[src/rtl/fsb_line_prefetch_term_pkg.sv]
// rtl/fsb_line_prefetch_term_pkg.sv - shared widths and FSM state codes for the FSB line prefetch terminator
package fsb_line_prefetch_term_pkg;

   // Width of the fill timeout counter and of the hit counter
   localparam int TO_W  = 8;
   localparam int HIT_W = 16;

   typedef logic [2:0] stateT;

   localparam stateT ST_IDLE    = 3'd0;
   localparam stateT ST_LOOKUP  = 3'd1;
   localparam stateT ST_FILL    = 3'd2;
   localparam stateT ST_TERM    = 3'd3;
   localparam stateT ST_WAIT_AS = 3'd4;

   // Tag width for a given line size
   function automatic int tagWidth(input int lineBits);
      return 32 - lineBits;
   endfunction

endpackage

[src/rtl/fsb_line_prefetch_term_if.sv]
// rtl/fsb_line_prefetch_term_if.sv - CPU bus and SDRAM fill handshake bundle
interface fsb_line_prefetch_term_if
   import fsb_line_prefetch_term_pkg::*;
#(
   parameter int LINE_BITS = 4
);
   logic [31:0]          FSB_A;
   logic                 FSB_RnW;
   logic                 CPU_nAS;
   logic                 CPU_nCIOUT;
   logic                 FLUSH;
   logic                 FILL_REQ;
   logic [31-LINE_BITS:0] FILL_A;
   logic                 FILL_ACK;
   logic                 FILL_ERR;
   logic                 CPU_nSTERM;
   logic                 CPU_nBERR;
   logic [HIT_W-1:0]     HIT_CNT;

   // CPU and SDRAM side: drives the bus pins and fill acknowledge
   modport master (
      output FSB_A, FSB_RnW, CPU_nAS, CPU_nCIOUT, FLUSH, FILL_ACK, FILL_ERR,
      input  FILL_REQ, FILL_A, CPU_nSTERM, CPU_nBERR, HIT_CNT
   );

   // Line buffer side
   modport slave (
      input  FSB_A, FSB_RnW, CPU_nAS, CPU_nCIOUT, FLUSH, FILL_ACK, FILL_ERR,
      output FILL_REQ, FILL_A, CPU_nSTERM, CPU_nBERR, HIT_CNT
   );
endinterface

[src/rtl/fsb_line_prefetch_term_tag_cam.sv]
// rtl/fsb_line_prefetch_term_tag_cam.sv - valid/tag storage with parallel compare
module fsb_tag_cam #(
   parameter int ENTRIES = 4,
   parameter int TAG_W   = 28,
   localparam int IW     = $clog2(ENTRIES)
) (
   input  logic             FSBCLK,
   input  logic             nRES,
   input  logic [TAG_W-1:0] cmpTag,
   output logic             anyHit,
   input  logic             installEn,
   input  logic [IW-1:0]    installIdx,
   input  logic [TAG_W-1:0] installTag,
   input  logic             invalEn,
   input  logic             flush
);
   logic [ENTRIES-1:0] valid;
   logic [TAG_W-1:0]   tags [ENTRIES];
   logic [ENTRIES-1:0] hitVec;

   // Compare the looked-up tag against every valid entry at once
   always_comb begin
      hitVec = '0;
      for (int i = 0; i < ENTRIES; i++) begin
         hitVec[i] = valid[i] && (tags[i] == cmpTag);
      end
   end

   assign anyHit = |hitVec;

   // Flush beats install so a line filled during a flush is never left valid
   always_ff @(posedge FSBCLK or negedge nRES) begin
      if (!nRES) begin
         valid <= '0;
         for (int i = 0; i < ENTRIES; i++) tags[i] <= '0;
      end else begin
         for (int i = 0; i < ENTRIES; i++) begin
            if (installEn && (installIdx == IW'(i))) tags[i] <= installTag;
            if (flush) valid[i] <= 1'b0;
            else if (installEn && (installIdx == IW'(i))) valid[i] <= 1'b1;
            else if (invalEn && hitVec[i]) valid[i] <= 1'b0;
         end
      end
   end
endmodule

[src/rtl/fsb_line_prefetch_term.sv]
// rtl/fsb_line_prefetch_term.sv - N-entry line-tag buffer terminating cacheable FSB read hits
module fsb_line_prefetch_term
   import fsb_line_prefetch_term_pkg::*;
#(
   parameter int ENTRIES   = 4,
   parameter int LINE_BITS = 4,
   parameter int TIMEOUT   = 255
) (
   input logic FSBCLK,
   input logic nRES,
   fsb_line_prefetch_term_if.slave bus
);
   localparam int TAG_W = tagWidth(LINE_BITS);
   localparam int VW    = $clog2(ENTRIES);

   stateT            state;
   logic             asPrev;
   logic [TAG_W-1:0] latTag;
   logic             latRnW;
   logic             latCiOut;
   logic             fillReq;
   logic [TAG_W-1:0] fillA;
   logic             nSterm;
   logic             nBerr;
   logic [HIT_W-1:0] hitCnt;
   logic [VW-1:0]    victim;
   logic [TO_W-1:0]  timer;
   logic             fromFill;
   logic             aborted;
   logic             abortNow;
   logic             anyHit;
   logic             installEn;
   logic             invalEn;
   logic             unusedLowA;

   assign unusedLowA = ^bus.FSB_A[LINE_BITS-1:0];

   // The CPU may drop AS at any point of the fill; once seen, the cycle is abandoned
   assign abortNow  = aborted || bus.CPU_nAS;
   assign installEn = (state == ST_FILL) && bus.FILL_ACK && !bus.FILL_ERR && latCiOut;
   assign invalEn   = (state == ST_LOOKUP) && !latRnW;

   fsb_tag_cam #(.ENTRIES(ENTRIES), .TAG_W(TAG_W)) tagCam (
      .FSBCLK     (FSBCLK),
      .nRES       (nRES),
      .cmpTag     (latTag),
      .anyHit     (anyHit),
      .installEn  (installEn),
      .installIdx (victim),
      .installTag (latTag),
      .invalEn    (invalEn),
      .flush      (bus.FLUSH)
   );

   // Victim pointer advances round-robin on every install
   always_ff @(posedge FSBCLK or negedge nRES) begin
      if (!nRES) victim <= '0;
      else if (installEn) victim <= victim + VW'(1);
   end

   // Bus cycle FSM: latch, lookup, fill with timeout, terminate, wait for AS release
   always_ff @(posedge FSBCLK or negedge nRES) begin
      if (!nRES) begin
         state    <= ST_IDLE;
         asPrev   <= 1'b1;
         latTag   <= '0;
         latRnW   <= 1'b1;
         latCiOut <= 1'b1;
         fillReq  <= 1'b0;
         fillA    <= '0;
         nSterm   <= 1'b1;
         nBerr    <= 1'b1;
         hitCnt   <= '0;
         timer    <= '0;
         fromFill <= 1'b0;
         aborted  <= 1'b0;
      end else begin
         asPrev <= bus.CPU_nAS;
         nSterm <= 1'b1;
         nBerr  <= 1'b1;
         case (state)
            ST_IDLE: begin
               if (!bus.CPU_nAS && asPrev) begin
                  latTag   <= bus.FSB_A[31:LINE_BITS];
                  latRnW   <= bus.FSB_RnW;
                  latCiOut <= bus.CPU_nCIOUT;
                  state    <= ST_LOOKUP;
               end
            end
            ST_LOOKUP: begin
               if (!latRnW) begin
                  state <= ST_WAIT_AS;
               end else if (latCiOut && anyHit) begin
                  fromFill <= 1'b0;
                  state    <= ST_TERM;
               end else begin
                  fillReq <= 1'b1;
                  fillA   <= latTag;
                  timer   <= '0;
                  aborted <= 1'b0;
                  state   <= ST_FILL;
               end
            end
            ST_FILL: begin
               if (bus.CPU_nAS) aborted <= 1'b1;
               if (bus.FILL_ACK) begin
                  fillReq <= 1'b0;
                  if (bus.FILL_ERR) begin
                     if (!abortNow) nBerr <= 1'b0;
                     state <= ST_WAIT_AS;
                  end else begin
                     fromFill <= 1'b1;
                     state    <= abortNow ? ST_WAIT_AS : ST_TERM;
                  end
               end else if (timer == TO_W'(TIMEOUT - 1)) begin
                  fillReq <= 1'b0;
                  if (!abortNow) nBerr <= 1'b0;
                  state <= ST_WAIT_AS;
               end else begin
                  timer <= timer + TO_W'(1);
               end
            end
            ST_TERM: begin
               nSterm <= 1'b0;
               if (!fromFill) hitCnt <= hitCnt + HIT_W'(1);
               state <= ST_WAIT_AS;
            end
            ST_WAIT_AS: begin
               if (bus.CPU_nAS) state <= ST_IDLE;
            end
            default: state <= ST_IDLE;
         endcase
      end
   end

   assign bus.FILL_REQ   = fillReq;
   assign bus.FILL_A     = fillA;
   assign bus.CPU_nSTERM = nSterm;
   assign bus.CPU_nBERR  = nBerr;
   assign bus.HIT_CNT    = hitCnt;
endmodule

[src/flat_wrapper.sv]
// flat-port wrapper written by rule: the top's interface ports become plain ports
module fsb_line_prefetch_term_flat import fsb_line_prefetch_term_pkg::*;
#(
   parameter int ENTRIES   = 4,
   parameter int LINE_BITS = 4,
   parameter int TIMEOUT   = 255
)
  (FSBCLK, nRES, bus_FSB_A, bus_FSB_RnW, bus_CPU_nAS, bus_CPU_nCIOUT, bus_FLUSH, bus_FILL_ACK, bus_FILL_ERR, bus_FILL_REQ, bus_FILL_A, bus_CPU_nSTERM, bus_CPU_nBERR, bus_HIT_CNT);
  fsb_line_prefetch_term_if #(.LINE_BITS(LINE_BITS)) bus_i ();
  input logic FSBCLK;
  input logic nRES;
  input wire logic [$bits(bus_i.FSB_A)-1:0] bus_FSB_A;
  input wire logic [$bits(bus_i.FSB_RnW)-1:0] bus_FSB_RnW;
  input wire logic [$bits(bus_i.CPU_nAS)-1:0] bus_CPU_nAS;
  input wire logic [$bits(bus_i.CPU_nCIOUT)-1:0] bus_CPU_nCIOUT;
  input wire logic [$bits(bus_i.FLUSH)-1:0] bus_FLUSH;
  input wire logic [$bits(bus_i.FILL_ACK)-1:0] bus_FILL_ACK;
  input wire logic [$bits(bus_i.FILL_ERR)-1:0] bus_FILL_ERR;
  output wire logic [$bits(bus_i.FILL_REQ)-1:0] bus_FILL_REQ;
  output wire logic [$bits(bus_i.FILL_A)-1:0] bus_FILL_A;
  output wire logic [$bits(bus_i.CPU_nSTERM)-1:0] bus_CPU_nSTERM;
  output wire logic [$bits(bus_i.CPU_nBERR)-1:0] bus_CPU_nBERR;
  output wire logic [$bits(bus_i.HIT_CNT)-1:0] bus_HIT_CNT;
  assign bus_i.FSB_A = bus_FSB_A;
  assign bus_i.FSB_RnW = bus_FSB_RnW;
  assign bus_i.CPU_nAS = bus_CPU_nAS;
  assign bus_i.CPU_nCIOUT = bus_CPU_nCIOUT;
  assign bus_i.FLUSH = bus_FLUSH;
  assign bus_i.FILL_ACK = bus_FILL_ACK;
  assign bus_i.FILL_ERR = bus_FILL_ERR;
  assign bus_FILL_REQ = bus_i.FILL_REQ;
  assign bus_FILL_A = bus_i.FILL_A;
  assign bus_CPU_nSTERM = bus_i.CPU_nSTERM;
  assign bus_CPU_nBERR = bus_i.CPU_nBERR;
  assign bus_HIT_CNT = bus_i.HIT_CNT;
  fsb_line_prefetch_term #(.ENTRIES(ENTRIES), .LINE_BITS(LINE_BITS), .TIMEOUT(TIMEOUT)) u_core (.FSBCLK(FSBCLK), .nRES(nRES), .bus(bus_i));
endmodule
[config.mk]
export PLATFORM = sky130hd
export DESIGN_NAME = fsb_line_prefetch_term_flat
export DESIGN_NICKNAME = d
export VERILOG_FILES = /design/src/rtl/fsb_line_prefetch_term_pkg.sv /design/src/rtl/fsb_line_prefetch_term_if.sv /design/src/rtl/fsb_line_prefetch_term_tag_cam.sv /design/src/rtl/fsb_line_prefetch_term.sv /design/src/flat_wrapper.sv
export SDC_FILE = /design/constraint.sdc
export NUM_CORES = 1
export LEC_CHECK = 0
export ABC_CLOCK_PERIOD_IN_PS = 2600
export BUFFER_PORTS_ARGS = -buffer_cell sky130_fd_sc_hd__buf_2
export CORE_MARGIN = 2
export CORE_UTILIZATION = 60
export DETAILED_ROUTE_END_ITERATION = 6
export GPL_ROUTABILITY_DRIVEN = 0
export PLACE_DENSITY = 0.86
export SLEW_MARGIN = 20
export SYNTH_ARGS = -nofsm -noshare
export SYNTH_HDL_FRONTEND = slang
export SYNTH_SLANG_ARGS = --single-unit
[constraint.sdc]
create_clock -name FSBCLK -period 2.6 [get_ports FSBCLK]
set_input_delay 0.26 -clock FSBCLK [delete_from_list [all_inputs] [get_ports FSBCLK]]
set_output_delay 0.26 -clock FSBCLK [all_outputs]
set_load 0.02 [all_outputs]
## After elaboration in Yosys (flattened, before gate mapping)

Cells that the tools add are included.

| cells by class | value |
|---|---|
| add/subtract/negate cells | 3 |
| equality and inequality tests | 23 |
| muxes and demuxes | 46 |
| bitwise operators | 2 |
| reduce and logical (&&, ||, !) cells | 38 |

Operator list:

| cell | count |
|---|---|
| $eq A28 B28 Y1 | 4 |
| $mux W8 | 4 |
| $mux W1 | 30 |
| $mux W3 | 7 |
| $logic_and A1 B1 Y1 | 18 |
| $add A16 B1 Y16 const B | 1 |
| $ne A2 B2 Y1 const B | 8 |
| $pmux W8 S2 | 1 |
| $pmux W3 S5 | 1 |
| $reduce_bool A3 Y1 | 4 |
| $reduce_and A5 Y1 | 2 |
| $add A8 B1 Y8 const B | 1 |
| $eq A8 B8 Y1 const B | 1 |
| $reduce_and A4 Y1 | 2 |
| $eq A3 B2 Y1 const B | 2 |
| $pmux W1 S2 | 3 |
| $reduce_and A3 Y1 | 2 |
| $eq A2 B2 Y1 const B | 2 |
| $ne A2 B1 Y1 const B | 2 |
| $reduce_and A2 Y1 | 2 |
| $reduce_or A4 Y1 | 1 |
| $eq A3 B1 Y1 const B | 1 |
| $eq A3 B3 Y1 const B | 1 |
| $logic_not A1 Y1 | 3 |
| other kinds (8) | 9 |

| word-level totals | value |
|---|---|
| register bits | 209 |
| bits of input ports | 40 |

## Logic depth before layout (Yosys ltp)

| depth | value |
|---|---|
| depth after elaboration | 7 |
| depth in mapped cells | 11 |

## By module

From an unflattened synthesis, not the netlist that was laid out.

| second synthesis, totals | value |
|---|---|
| cell total of the unflattened synthesis | 779 |
| area total of the unflattened synthesis | 9,564.2 um^2 |

By module, submodules not included:

| module | instances | cells each | area each (um^2) |
|---|---|---|---|
| fsb_tag_cam | 1 | 437 | 5,695.5 |
| fsb_line_prefetch_term | 1 | 342 | 3,868.7 |

## Least setup slack after synthesis

Ideal clock, no wire load.

| timing path | value |
|---|---|
| path kind | register -> register |
| start | register u_core.latTag[13] |
| end | register u_core.fillA[15], in the netlist u_core.bus.FILL_A[15] |
| library setup time | 0.125 ns |
| arrival | 2.062 ns |
| slack | 0.413 ns |
| stages on the path, launching flop included | 11 |
| path buffers | 3 |
| clock period less this slack | 2.187 ns |
| cells stage by stage | dfrtp_1 -> buf_6 -> xor2_1 -> or2_1 -> nor3b_1 -> nand4_1 -> a41oi_2 -> nor2_2 -> buf_6 -> buf_6 -> mux2_4 |

| between the ends | value |
|---|---|
| longest elaborated chain between the ends | 6 |
| elaborated cells on any way between the ends | 12 |

RTL lines:

| what | line | source |
|---|---|---|
| start, declared | fsb_line_prefetch_term.sv:18 | `logic [TAG_W-1:0] latTag;` |
| start signal, assigned | fsb_line_prefetch_term.sv:84 | `latTag <= bus.FSB_A[31:LINE_BITS];` |
| $eq A28 B28 Y1 | fsb_line_prefetch_term_tag_cam.sv:25 | `hitVec[i] = valid[i] && (tags[i] == cmpTag);` |
| $logic_and A1 B1 Y1 | fsb_line_prefetch_term_tag_cam.sv:25 |  |
| $reduce_or A4 Y1 * | fsb_line_prefetch_term_tag_cam.sv:29 | `assign anyHit = \|hitVec;` |
| $logic_and A1 B1 Y1 * | fsb_line_prefetch_term.sv:93 | `end else if (latCiOut && anyHit) begin` |
| $not A1 Y1 (no line) * | n/a |  |
| $reduce_and A3 Y1 (no line) * | n/a |  |
| end signal, assigned | fsb_line_prefetch_term.sv:98 | `fillA <= latTag;` |
| end, declared | fsb_line_prefetch_term.sv:22 | `logic [TAG_W-1:0] fillA;` |

Every way passes the cells marked *; elsewhere a longest branch is shown, timed or not.
A chain may end at the register's enable or synchronous reset.

## Worst setup path in the final report

| timing path | value |
|---|---|
| start | register u_core.latTag[8] |
| end | register u_core.timer[6] |

| between the ends | value |
|---|---|
| longest elaborated chain between the ends | 6 |
| elaborated cells on any way between the ends | 12 |

RTL lines:

| what | line | source |
|---|---|---|
| $eq A28 B28 Y1 | fsb_line_prefetch_term_tag_cam.sv:25 |  |
| $logic_and A1 B1 Y1 | fsb_line_prefetch_term_tag_cam.sv:25 |  |
| $reduce_or A4 Y1 * | fsb_line_prefetch_term_tag_cam.sv:29 |  |
| $logic_and A1 B1 Y1 * | fsb_line_prefetch_term.sv:93 |  |
| $ne A2 B2 Y1 (no line) * | n/a |  |
| $reduce_and A5 Y1 (no line) * | n/a |  |
| end signal, assigned | fsb_line_prefetch_term.sv:120 | `timer <= timer + TO_W'(1);` |
| end, declared | fsb_line_prefetch_term.sv:27 | `logic [TO_W-1:0] timer;` |

Marked as above.

==> impl_results.md <==
- Status: finished, violations left
- Failing checks: negative setup slack
- Final Hold Viols: 0
- WL/cell: 20.1 µm
- Final wirelength: 22.8 mm
- Vias: 6659
- Die height: 133 µm
- Initial antenna violation count: 0
- Worst-skew pair later-pin latency: 0.50 ns
- Number of synthesized register bits: 209
- Slew @ Worst Pin: 0.524 ns
- Yosys warning total: 0
- Hold Path Class: in -> reg
- Max_slew headroom: 0.641
- Sequential share of the synthesized area: 0.528
- Setup violations, final: 3
- CTS tree: built
- Reg-to-Reg Start: u_core.latTag[8]$_DFFE_PN0P_
- Worst IR drop on VDD: 0.759 mV
- Cell area after synthesis: 9920 µm²
- Worst Setup End Kind: flip-flop
- Hold path startpoint: bus_FSB_A[21]
- Total GRT Usage: 0.257
- Via/cell ratio: 5.87
- Syn Inst Count: 773
- Final design utilization: 0.739
- Drt pass-1 iters: 4
- DR iter-0 viols: 408
- Routed Antenna Nets: 0
- Crit start category: flip-flop
- Final Cycle Share: 1.05
- Die area: 17600 µm²
- Register Area: 5260 µm²
- Initial Utilization: 0.607
- Final min period: 2.73 ns
- # nets final: 946
- Post-synth cell types: 45
- Crit path cell chain: buf_4 -> xnor2_1 -> nand4_1 -> nor4_2 -> nand2_1 -> nand4_1 -> buf_4 -> o21ai_0 -> xnor2_1 -> nor2_1
- Max-Cap Viols: 0
- Final instance area: 12100 µm²
- Top-Level Pins: 87
- Drc violations: 0
- EDFF count, synth: 0
- Multi-input gate area: 4700 µm²
- Clock sink count: 209
- Worst Skew: 0.00838 ns
- Via count of the first global-routing pass: 6828
- Antenna cells: 0
- Slowest CP cell: dfrtp_1
- CP bufs+invs: 2
- Area of placed instances: 10600 µm²
- Ys async rst share: 1.00
- First-pass GRT wire length: 35.8 mm
- Delay-heaviest family, CP: simple AND/OR/NAND/NOR gates
- Largest net degree at the start of global routing: 63
- Hold depth: 2
- CP Class: reg -> reg
- Die Wd: 133 µm
- CTS H-tree lvls: 1
- Layout cells sized above 1: 0.440
- Worst Hold Path EP: u_core.latTag[17]$_DFFE_PN0P_
- Most frequent cells in the layout: 185 x dfrtp_1, 162 x mux2_2, 81 x buf_2
- Commonest non-fill, non-tap cell in the layout: dfrtp_1
- Post-synth net total: 820
- Area grow syn2layout: 21.8%
- Core Region: 16300 µm²
- Buffers on Ports: 82
- Clock Pin Slew Worst Setup and Hold Paths: 0.06 ns
- Required @ worst endpoint: 2.99 ns
- PwrDens: 1170 nW/µm²
- Critical path depth in cells: 10
- End of the worst register-to-register path: u_core.timer[6]$_DFFE_PN0P_
- Arrival @ worst endpoint: 3.12 ns
- Worst-path fanout max: 6
- Grt total ovfl: 0
- Clock Tree Root: clkbuf_16
- Total power: 14100 µW
- Pins Over Slew Limit: 0
- Reg2Reg Setup Slack: -0.13 ns
- Fmax: 366 MHz
- Clock Path Buffers: 3
- CP max stage delay: 0.43 ns
- CTS Buf Count: 22
- Worst setup margin: -0.129 ns
- Top_reg_cell synth: dfrtp_1
- Fill count: 999
- Post-DP HPWL: 14.9 mm
- Pleak: 0.00554 µW
- Cells on worst reg2reg path: 10
- Cell row count: 47
- Mean cell area of the mapped netlist: 12.8 µm²
[how the worst max path moves through the flow]
| stage | start | endpoint | slack, ns |
|---|---|---|---|
| final | u_core.latTag[8]$_DFFE_PN0P_ | u_core.timer[6]$_DFFE_PN0P_ | -0.13 |
| after global routing | u_core.latTag[8]$_DFFE_PN0P_ | u_core.timer[3]$_DFFE_PN0P_ | -0.14 |
| after global placement | u_core.latTag[1]$_DFFE_PN0P_ | u_core.timer[3]$_DFFE_PN0P_ | 0.05 |
| after floorplan | u_core.latTag[13]$_DFFE_PN0P_ | u_core.bus.FILL_A[15]$_DFFE_PN0P_ | 0.41 |
| after detailed placement | u_core.latTag[1]$_DFFE_PN0P_ | u_core.bus.FILL_A[22]$_DFFE_PN0P_ | -0.008 |
| after CTS | u_core.latTag[6]$_DFFE_PN0P_ | u_core.bus.FILL_A[15]$_DFFE_PN0P_ | 0.005 |
[sequential cells by signal, summed over array words and instances, names as in the netlist, 2 cells and up]
register,count
u_core.bus.FILL_A,28
u_core.bus.HIT_CNT,16
u_core.latTag,28
u_core.state,3
u_core.tagCam.tags,112
u_core.tagCam.valid,4
u_core.timer,8
u_core.victim,2
[synthesized netlist by cell type (2+ instances only)]
cell,number,area (µm²)
ha_1,7,87.6
nor2_1,21,78.8
inv_1,6,22.5
xor2_1,24,210
a21oi_1,10,50.1
nand2b_1,4,25.0
clkbuf_1,9,33.8
buf_6,11,124
nand4_1,48,300
and3_1,4,25.0
xnor2_1,106,928
nor4_1,18,113
mux2_2,162,1820
mux2_4,12,180
nor3b_1,5,37.5
nand3b_1,3,22.5
o21ai_0,9,45.0
nor2b_1,2,12.5
nand3_1,12,60.1
or2_1,2,12.5
buf_4,6,45.0
o22ai_1,2,12.5
buf_2,23,115
o21a_1,2,15.0
dfstp_2,5,131
or2_2,3,18.8
nor3_1,3,15.0
nand2_1,34,128
dfrtp_1,204,5100
[area by class of cell]
type | instances | share of cell area
clock inverter | 3 | 0.00352
clock buffer | 37 | 0.0570
multi-input combinational | 509 | 0.389
inverter | 6 | 0.00186
sequential | 209 | 0.435
timing repair buffer | 151 | 0.0902
tap | 220 | 0.0228
[power breakdown]
group	internal (µW)	leakage [µW]	total (µW)	switching, µW
Clock	1900	0.000354	3140	1240
Combinational	2760	0.00246	5340	2580
Sequential	4290	0.00273	5660	1370
[timing repair]
action / in CTS / in global routing
hold endpoints to repair: 86 / 0
setup buffers: 0 / 2
hold buffers: 31 / 0
gates resized for setup: 5 / 63
endpoints found under the setup margin: 32 / 37
pin swaps: 1 / 7
[layer usage]
metal / routed length (µm) / part of all wire / vias up / global-route usage
met5: 0 / 0 / - / 0
met4: 962 / 0.042 / 0 / 0.108
met3: 1220 / 0.053 / 76 / 0.0444
met2: 11300 / 0.50 / 247 / 0.429
met1: 9340 / 0.41 / 3380 / 0.336
li1: - / - / 2956 / -
[kinds of logic after synthesis]
kind of cell             share of synthesized area
buffers and inverters                       0.0343
AO/OA/AOI/OAI                               0.0190
flip-flops                                   0.528
XOR/XNOR                                     0.115
multiplexers                                 0.203
AND/OR/NAND/NOR                             0.0920
adder cells (fa/ha/maj)                    0.00883
[through the flow]
step / cells / hold WS [ns] / setup TNS, ns / worst slack (ns)
final: 1135 / 0.00873 / -0.314 / -0.129
after global routing: 1135 / 0.00167 / -0.525 / -0.143
after CTS: 1133 / 0.00223 / 0 / 0.00518
after detailed placement: 1062 / 0.281 / -0.0289 / -0.00765
after global placement: 1062 / 0.280 / 0 / 0.0512
after floorplan: 773 / -0.0356 / 0 / 0.413
No activity file was read; power rests on OpenSTA's default activity.
